==> src/rtl/dmem_host_port.sv <==
// Host-side data-memory port: loads an image while the core is held, runs the
// core until done (or timeout), then streams a readback window out.
module dmem_host_port #(
    parameter int unsigned AW  = 8,
    parameter int unsigned DW  = 8,
    parameter int unsigned TMO = 4096
) (
    input  logic          clk,
    input  logic          reset,
    input  logic          start,
    input  logic [AW-1:0] ld_base,
    input  logic [AW:0]   ld_len,
    input  logic [AW-1:0] rd_base,
    input  logic [AW:0]   rd_len,
    input  logic          in_valid,
    input  logic [DW-1:0] in_data,
    output logic          in_ready,
    output logic          out_valid,
    output logic [DW-1:0] out_data,
    output logic          out_last,
    input  logic          out_ready,
    output logic          core_hold,
    input  logic          core_done,
    output logic          host_owns,
    output logic          mem_wr_en,
    output logic [AW-1:0] mem_addr,
    output logic [DW-1:0] mem_wdata,
    input  logic [DW-1:0] mem_rdata,
    output logic          busy,
    output logic          sess_done,
    output logic          timeout
);

    localparam int unsigned CW = AW + 1;
    localparam int unsigned RW = 16;
    localparam logic [CW-1:0] MAX_LEN  = CW'(1) << AW;
    localparam logic [RW-1:0] RUN_LAST = RW'(TMO - 1);

    typedef enum logic [1:0] {S_IDLE, S_LOAD, S_RUN, S_DRAIN} state_t;

    state_t        state_q, state_d;
    logic [AW-1:0] addr_q, addr_d;
    logic [CW-1:0] cnt_q, cnt_d;
    logic [AW-1:0] rd_base_q, rd_base_d;
    logic [CW-1:0] rd_len_q, rd_len_d;
    logic [RW-1:0] run_cnt_q, run_cnt_d;
    logic          timeout_q, timeout_d;
    logic          sess_done_q, sess_done_d;
    logic [CW-1:0] ld_len_cl;

    function automatic logic [CW-1:0] clamp_len(input logic [CW-1:0] len);
        return (len > MAX_LEN) ? MAX_LEN : len;
    endfunction

    always_ff @(posedge clk or posedge reset) begin
        if (reset) begin
            state_q     <= S_IDLE;
            addr_q      <= '0;
            cnt_q       <= '0;
            rd_base_q   <= '0;
            rd_len_q    <= '0;
            run_cnt_q   <= '0;
            timeout_q   <= 1'b0;
            sess_done_q <= 1'b0;
        end else begin
            state_q     <= state_d;
            addr_q      <= addr_d;
            cnt_q       <= cnt_d;
            rd_base_q   <= rd_base_d;
            rd_len_q    <= rd_len_d;
            run_cnt_q   <= run_cnt_d;
            timeout_q   <= timeout_d;
            sess_done_q <= sess_done_d;
        end
    end

    always_comb begin
        state_d     = state_q;
        addr_d      = addr_q;
        cnt_d       = cnt_q;
        rd_base_d   = rd_base_q;
        rd_len_d    = rd_len_q;
        run_cnt_d   = run_cnt_q;
        timeout_d   = timeout_q;
        sess_done_d = 1'b0;
        ld_len_cl   = clamp_len(ld_len);
        in_ready    = 1'b0;
        out_valid   = 1'b0;
        out_last    = 1'b0;
        mem_wr_en   = 1'b0;
        mem_addr    = '0;
        mem_wdata   = '0;
        core_hold   = 1'b1;
        host_owns   = 1'b1;

        case (state_q)
            S_IDLE: begin
                if (start) begin
                    addr_d    = ld_base;
                    cnt_d     = ld_len_cl;
                    rd_base_d = rd_base;
                    rd_len_d  = clamp_len(rd_len);
                    run_cnt_d = '0;
                    timeout_d = 1'b0;
                    state_d   = (ld_len_cl != '0) ? S_LOAD : S_RUN;
                end
            end
            S_LOAD: begin
                in_ready  = 1'b1;
                mem_wr_en = in_valid;
                mem_addr  = addr_q;
                mem_wdata = in_data;
                if (in_valid) begin
                    addr_d = addr_q + AW'(1);
                    cnt_d  = cnt_q - CW'(1);
                    if (cnt_q == CW'(1)) begin
                        run_cnt_d = '0;
                        state_d   = S_RUN;
                    end
                end
            end
            S_RUN: begin
                core_hold = 1'b0;
                host_owns = 1'b0;
                run_cnt_d = run_cnt_q + RW'(1);
                // A done level left over from a previous run is masked in the first cycle.
                if (core_done && run_cnt_q != '0) begin
                    if (rd_len_q == '0) begin
                        state_d     = S_IDLE;
                        sess_done_d = 1'b1;
                    end else begin
                        addr_d  = rd_base_q;
                        cnt_d   = rd_len_q;
                        state_d = S_DRAIN;
                    end
                end else if (run_cnt_q == RUN_LAST) begin
                    state_d     = S_IDLE;
                    timeout_d   = 1'b1;
                    sess_done_d = 1'b1;
                end
            end
            S_DRAIN: begin
                out_valid = 1'b1;
                mem_addr  = addr_q;
                out_last  = (cnt_q == CW'(1));
                if (out_ready) begin
                    addr_d = addr_q + AW'(1);
                    cnt_d  = cnt_q - CW'(1);
                    if (cnt_q == CW'(1)) begin
                        state_d     = S_IDLE;
                        sess_done_d = 1'b1;
                    end
                end
            end
            default: state_d = S_IDLE;
        endcase
    end

    assign out_data  = mem_rdata;
    assign busy      = (state_q != S_IDLE);
    assign sess_done = sess_done_q;
    assign timeout   = timeout_q;

endmodule

==> config.mk <==
export PLATFORM = sky130hd
export DESIGN_NAME = dmem_host_port
export DESIGN_NICKNAME = d
export VERILOG_FILES = /design/src/rtl/dmem_host_port.sv
export SDC_FILE = /design/constraint.sdc
export NUM_CORES = 1
export LEC_CHECK = 0
export CAP_MARGIN = 10
export CORE_MARGIN = 3
export CORE_UTILIZATION = 40
export CTS_BUF_LIST = sky130_fd_sc_hd__clkbuf_16
export DETAILED_ROUTE_END_ITERATION = 10
export DONT_BUFFER_PORTS = 1
export GPL_TIMING_DRIVEN = 0
export PLACE_DENSITY = 0.66
export SYNTH_ARGS = -nofsm -noshare
export SYNTH_HDL_FRONTEND = slang
export SYNTH_SLANG_ARGS = --single-unit
==> constraint.sdc <==
create_clock -name clk -period 1.9 [get_ports clk]
set_input_delay 0.19 -clock clk [delete_from_list [all_inputs] [get_ports clk]]
set_output_delay 0.19 -clock clk [all_outputs]
set_load 0.05 [all_outputs]
==> results of run 1 <==
-- flip-flops by register name, summed over array words and instances (netlist names) --
register and count:
run_cnt_q 16, rd_len_q 9, state_q 2, rd_base_q 8, sess_done 1, timeout 1, cnt_q 9, addr_q 8
-- metrics by stage --
stage               instances  hold slack [ns]
finish                    523          0.00374
global route              523          0.00952
CTS                       515          0.00381
detailed placement        497           0.0849
global placement          496            0.301
floorplan                 394            0.295
-- cells in the mapped netlist, types with 2 or more instances --
cell	instances
nand4_1	6
nor3_1	10
nor3b_1	5
a31oi_1	3
buf_2	5
or3_1	5
inv_1	8
nor2_1	25
mux2i_1	7
a21oi_1	13
a221oi_1	3
nand3_1	12
ha_1	5
o21ai_2	2
nor2b_1	6
a211o_1	3
o31ai_1	7
nand3b_1	9
xor2_1	4
xnor2_1	2
a21o_1	4
nand2_1	73
and2_1	24
a211oi_1	4
a41oi_1	2
clkbuf_1	11
o211ai_1	3
and4_1	2
o21ai_0	26
or4_1	2
nor4b_1	2
or2_2	2
a221o_1	4
a22o_1	3
a22oi_1	4
dfrtp_1	54
buf_4	11
nor4_1	7
-- worst max-delay path, stage by stage (launching register included) --
cell and delay [ns]:
dfrtp_1 0.39, nor2b_1 0.13, clkbuf_4 0.20, inv_2 0.19, clkbuf_8 0.27, buf_4 0.23
-- worst paths after layout --
check,startpoint,endpoint,slack [ns],cells after the start
min in group asynchronous,reset,run_cnt_q[15],0.33,2
setup / recovery,state_q[1],host_owns,-0.0007,5
hold / removal,rd_base[6],rd_base_q[6],0.004,2
hold reg to reg,rd_base_q[7],rd_base_q[7],0.48,2
setup reg to reg,run_cnt_q[0],run_cnt_q[14],-0.0007,7
max in group asynchronous,reset,cnt_q[8],1.03,3
-- final cells by class --
class | instances | area (sq um)
Fill cell | 730 | 3860
Clock inverter | 3 | 18.8
Sequential cell | 54 | 1360
Clock buffer | 5 | 125
Buffer | 26 | 189
Inverter | 9 | 33.8
Tap cell | 102 | 128
Timing Repair Buffer | 21 | 188
Multi-Input combinational cell | 303 | 2030
-- repair_timing --
item / 4_1_cts / 5_1_grt
endpoints found under the hold margin: 21 / 0
hold buffers: 6 / 0
setup endpoints to repair: 61 / 55
gates cloned: 1 / 1
buffers inserted: 5 / 7
resized for setup: 55 / 42
pin swaps: 4 / 8
-- power groups by stage --
stage          logic [mW]  registers [mW]  clock network (mW)
6_report             2.98            2.08               0.931
5_1_grt              3.22            2.14               0.987
4_1_cts              2.73            2.04               0.945
3_5_place_dp         2.42            2.03                   0
3_3_place_gp         2.37            2.02                   0
2_1_floorplan        2.08            1.89                   0
-- per-layer routing --
metal / share of wire (%) / vias to the layer above
met3: 6.2 / 23
met1: 43 / 1497
met5: 0 / -
met2: 48 / 134
met4: 2.5 / 0
li1: - / 1457
-- cell families after synthesis --
kind of cell	synth area share [%]
xor+xnor	1.57
simple gates	30.2
buf+inv	5.58
mux	2.10
fa+ha+maj	1.87
compound gates	18.3
flops	40.4
==> flow_summary.json, run 1 <==
{
  "grt_start_max_net_pins": 39,
  "yosysSeqAreaShare_pct": 40.4,
  "tightest_slew_ns": 0.602,
  "fin_setup_tns_ns": -0.000749,
  "clock_skew_ns": 0.00775,
  "internal-power_mw": 3.19,
  "status": "complete, but fails checks",
  "antenna_found_initial": 0,
  "fp.coreArea_sq_um": 7930,
  "synth_top_area_cell": "dfrtp_1",
  "cts_tree": "built",
  "start_util_pct": 42.2,
  "switching_share_pct": 46.8,
  "die_w_microns": 97.4,
  "drive_gt1_share_pct": 23.5,
  "seqPwrFrac_pct": 34.8,
  "worstPathRequired_ns": 1.71,
  "row_count": 32,
  "layout_commonest_cell": "nand2_1",
  "synth-main-ff-cell": "dfrtp_1",
  "use_met1_pct": 26.8,
  "syn_inst": 394,
  "n_antenna_cell": 0,
  "clk_latency_ns": 0.30,
  "clk_path_buf_depth": 2,
  "ys_warn_count": 0,
  "path_class": "reg2out",
  "grt_remaining_overflow": 0,
  "fin_crit_sh_pct": 100,
  "violations": "setup timing",
  "hold_viol": 0,
  "vias": 3111,
  "avgRoutedWirePerCell_microns": 18.5,
  "syn_area_sq_um": 3340,
  "synthTopCellsByArea": "dfrtp_1 (40%), nand2_1 (8.2%), and2_1 (4.5%)",
  "final_core_utilization_pct": 51.2,
  "total_power_mw": 5.99,
  "synth-edff-count": 0,
  "vias_per_cell": 5.95,
  "dpl.hpwl_microns": 6760,
  "syn_to_final_growth_pct": 21.6,
  "end_kind": "primary output",
  "portBuffers": 0,
  "drt_pre_antenna_iters": 7,
  "dpl-instance-area_sq_um": 3490,
  "ys_seq_elements": 54,
  "period_minus_slack_ns": 1.90,
  "grtUsageTotal_pct": 19.7,
  "final_antenna_net_count": 0,
  "drt-initial-drc-count": 285,
  "most-common-layout-cells": "nand2_1 (73), dfrtp_1 (51), nor2_1 (23), o21ai_0 (23), buf_4 (22)",
  "design_area_sq_um": 4060,
  "worst_setup_path_start_kind": "flop",
  "drv_slew": 0,
  "hold_class": "in2reg",
  "avgSynthCellArea_sq_um": 8.48,
  "dp_slack_ns": -0.320,
  "fp.dieArea_sq_um": 9490,
  "routed_wl_microns": 9650,
  "cap_violations": 0,
  "root_buffer": "clkbuf_16",
  "clockPowerShare_pct": 15.5,
  "gp_congestion": 0.881,
  "rsz0062_at_grt": "true",
  "arrival_ns": 1.71,
  "cts.clk_slew.worst_paths_ns": 0.07,
  "critPathMaxFanout": 11,
  "clock-sinks": 54,
  "pwr_density_cell_nw_per_um2": 1470,
  "die_y_microns": 97.4,
  "ys_types": 54,
  "nets": 481,
  "ys_async_sr_fraction_pct": 100,
  "grtUsageMet3_pct": 3.37,
  "clock.fmax_ghz": 0.526,
  "grt_pass1_vias": 2978,
  "synthDominantCellAreaShare_pct": 40.4,
  "grt_pass1_wl_microns": 15300,
  "synth_nets": 455,
  "p_leak_nw": 1.73,
  "relSlewSlack_pct": 59.9,
  "cts_max_level": 2,
  "ios": 89,
  "power_switching_mw": 2.80,
  "gr-usage-met2_pct": 31.6,
  "setup_viol": 1,
  "fin_ws_ns": -0.000749,
  "ir_worst_vdd_mv": 0.531,
  "comb_power_share_pct": 49.7,
  "cts_made_buffers": 5,
  "drc": 0,
  "grt.busiest_layer": "met2"
}
Note: power is estimated with default switching activity, not from simulation.
==> run 2, diff against run 1 <==
Settings changed: CORE_UTILIZATION 40 to 58, PLACE_DENSITY 0.66 to 0.86.
==> run 2 against run 1 <==
Effect of this change: the run still ends with setup timing left; cell area decreased by 1.8%; cell count shrank 6.5%; via count increased by 5.2%; worst setup slack worse by 0.028 ns; sequential share of layout area rose by 0.58 points; critical path depth stayed put; wire length is 0.86% higher; clock skew increased by 0.0024 ns; register-to-register slack worse by 0.03 ns; maximum frequency shrank 1.4%; combinational power about the same; first-iteration DRC count increased by 64%; highest routed layer unchanged.
==> flow_summary.json, run 2 (same netlist as run 1, synthesis figures left out) <==
{
  "dpl.cell_count": 467,
  "cap_violations": 0,
  "worst_r2r_path_depth": 5,
  "clock_skew_ns": 0.0101,
  "whs_path_depth": 2,
  "gr-usage-met2_pct": 44.6,
  "clk_latency_ns": 0.29,
  "cts_tree": "built",
  "root_buffer": "clkbuf_16",
  "final_antenna_net_count": 0,
  "reg2reg_slack_ns": -0.03,
  "drive_gt1_share_pct": 24.2,
  "grt_pass1_wl_microns": 14100,
  "clk_path_buf_depth": 2,
  "nets": 477,
  "grt_start_max_net_pins": 34,
  "grt_pass1_vias": 2881,
  "worst_setup_path_start_kind": "flop",
  "syn_to_final_growth_pct": 19.4,
  "largest_reg_flops": 16,
  "dpl.hpwl_microns": 6450,
  "hp-start": "rd_base[7]",
  "cts.clk_slew.worst_paths_ns": 0.07,
  "worstPathRequired_ns": 2.13,
  "portBuffers": 0,
  "die_w_microns": 81.9,
  "holdPathEnd": "rd_base_q[7]",
  "vias": 3272,
  "hold_class": "in2reg",
  "die_y_microns": 81.9,
  "most-common-layout-cells": "nand2_1 (73), dfrtp_1 (52), buf_4 (26)",
  "pwr_density_cell_nw_per_um2": 1500,
  "end_kind": "flop",
  "cts_made_buffers": 5,
  "fp.dieArea_sq_um": 6710,
  "drt-initial-drc-count": 468,
  "fin_cells": 489,
  "antenna_found_initial": 0,
  "gp_congestion": 0.922,
  "drc": 0,
  "ios": 89,
  "grt.busiest_layer": "met2",
  "fin_ws_ns": -0.0285,
  "status": "complete, but fails checks",
  "drv_slew": 0,
  "period_minus_slack_ns": 1.93,
  "arrival_ns": 2.16,
  "grtUsageMet3_pct": 5.70,
  "use_met1_pct": 36.2,
  "dpl-instance-area_sq_um": 3460,
  "rsz0062_at_grt": "true",
  "design_area_sq_um": 3990,
  "start_util_pct": 60.3,
  "r2r_start": "cnt_q[5]",
  "tightest_slew_ns": 0.578,
  "largestRegisters": "run_cnt_q (16), cnt_q (9), rd_len_q (9)",
  "fin_crit_sh_pct": 101,
  "relSlewSlack_pct": 61.5,
  "final_core_utilization_pct": 72.0,
  "grtUsageTotal_pct": 27.2,
  "layout_commonest_cell": "nand2_1",
  "violations": "setup timing",
  "clock-sinks": 54,
  "clock.fmax_ghz": 0.519,
  "setup_viol": 3,
  "row_count": 27,
  "fin_setup_tns_ns": -0.0541,
  "hold_viol": 0,
  "n_antenna_cell": 0,
  "p_leak_nw": 1.71,
  "avgRoutedWirePerCell_microns": 19.9,
  "routed_wl_microns": 9740,
  "vias_per_cell": 6.69,
  "ir_worst_vdd_mv": 0.844,
  "regMostFlops": "run_cnt_q",
  "path_class": "reg2reg",
  "r2r_end": "run_cnt_q[13]",
  "critPathMaxFanout": 6,
  "grt_remaining_overflow": 0,
  "cts_max_level": 2,
  "drt_pre_antenna_iters": 8,
  "fp.coreArea_sq_um": 5540
}
[run 2: changes by cell type in the layout (fill, tap and decap cells not counted), moves of 2 or more]
cell,delta
buf_2,-2
buf_4,+4
clkbuf_2,-2
clkbuf_4,+2
dlygate4sd3_1,-5
nor3_2,+2
nor4_2,+3
nor4_4,-3
[run 2: final cells by class]
| class | instances | area, sq um |
|---|---|---|
| buffer | 26 | 195 |
| clock buffer | 5 | 125 |
| clock inverter | 3 | 12.5 |
| fill | 406 | 1550 |
| inverter | 9 | 33.8 |
| multi-input combinational | 303 | 2030 |
| sequential | 54 | 1350 |
| tap | 72 | 90.1 |
| timing repair buffer | 17 | 146 |
[run 2: stage by stage]
stage | hold slack, ns | power [mW] | setup WS (ns)
6_report | 0.00725 | 5.98 | -0.0285
4_1_cts | 0.00573 | 5.61 | -0.0422
5_1_grt | 0.00353 | 6.32 | -0.134
3_5_place_dp | 0.131 | 4.43 | -0.239
2_1_floorplan | 0.295 | 3.97 | 0.00287
3_3_place_gp | 0.297 | 4.32 | -0.236
[run 2: layer usage]
layer  vias up  share of wire [%]  routed length [microns]
met3        26                9.6                      930
li1       1447                  -                        -
met4         0                2.1                      200
met1      1567                 39                     3790
met5         -                  0                        0
met2       232                 49                     4810
[run 2: report_power, final]
group | internal, mW | switching (mW)
Combinational | 1.12 | 1.89
Clock | 0.478 | 0.405
Sequential | 1.56 | 0.529
Total | 3.16 | 2.82
[run 2: worst max path at each step]
stage | slack, ns | start | to | cells after the start
finish | -0.03 | cnt_q[5] | run_cnt_q[13] | 5
global route | -0.13 | run_cnt_q[0] | cnt_q[6] | 9
CTS | -0.04 | cnt_q[5] | out_last | 3
detailed placement | -0.24 | state_q[0] | out_last | 4
global placement | -0.24 | run_cnt_q[0] | cnt_q[6] | 8
floorplan | 0.003 | cnt_q[1] | run_cnt_q[13] | 8
[run 2: timing repair]
action,CTS,global route
endpoints found under the hold margin,21,0
setup endpoints to repair,60,54
hold buffers,1,0
gates cloned,0,2
pin swaps,4,8
gates resized for setup,55,51
setup buffers,4,9
[run 2: worst max-delay path, cell delays in order (launching register included)]
cell and delay [ns]:
dfrtp_2 0.46, nor4_4 0.39, and4_4 0.35, o21ai_4 0.08, or4_1 0.50, nand2_1 0.09
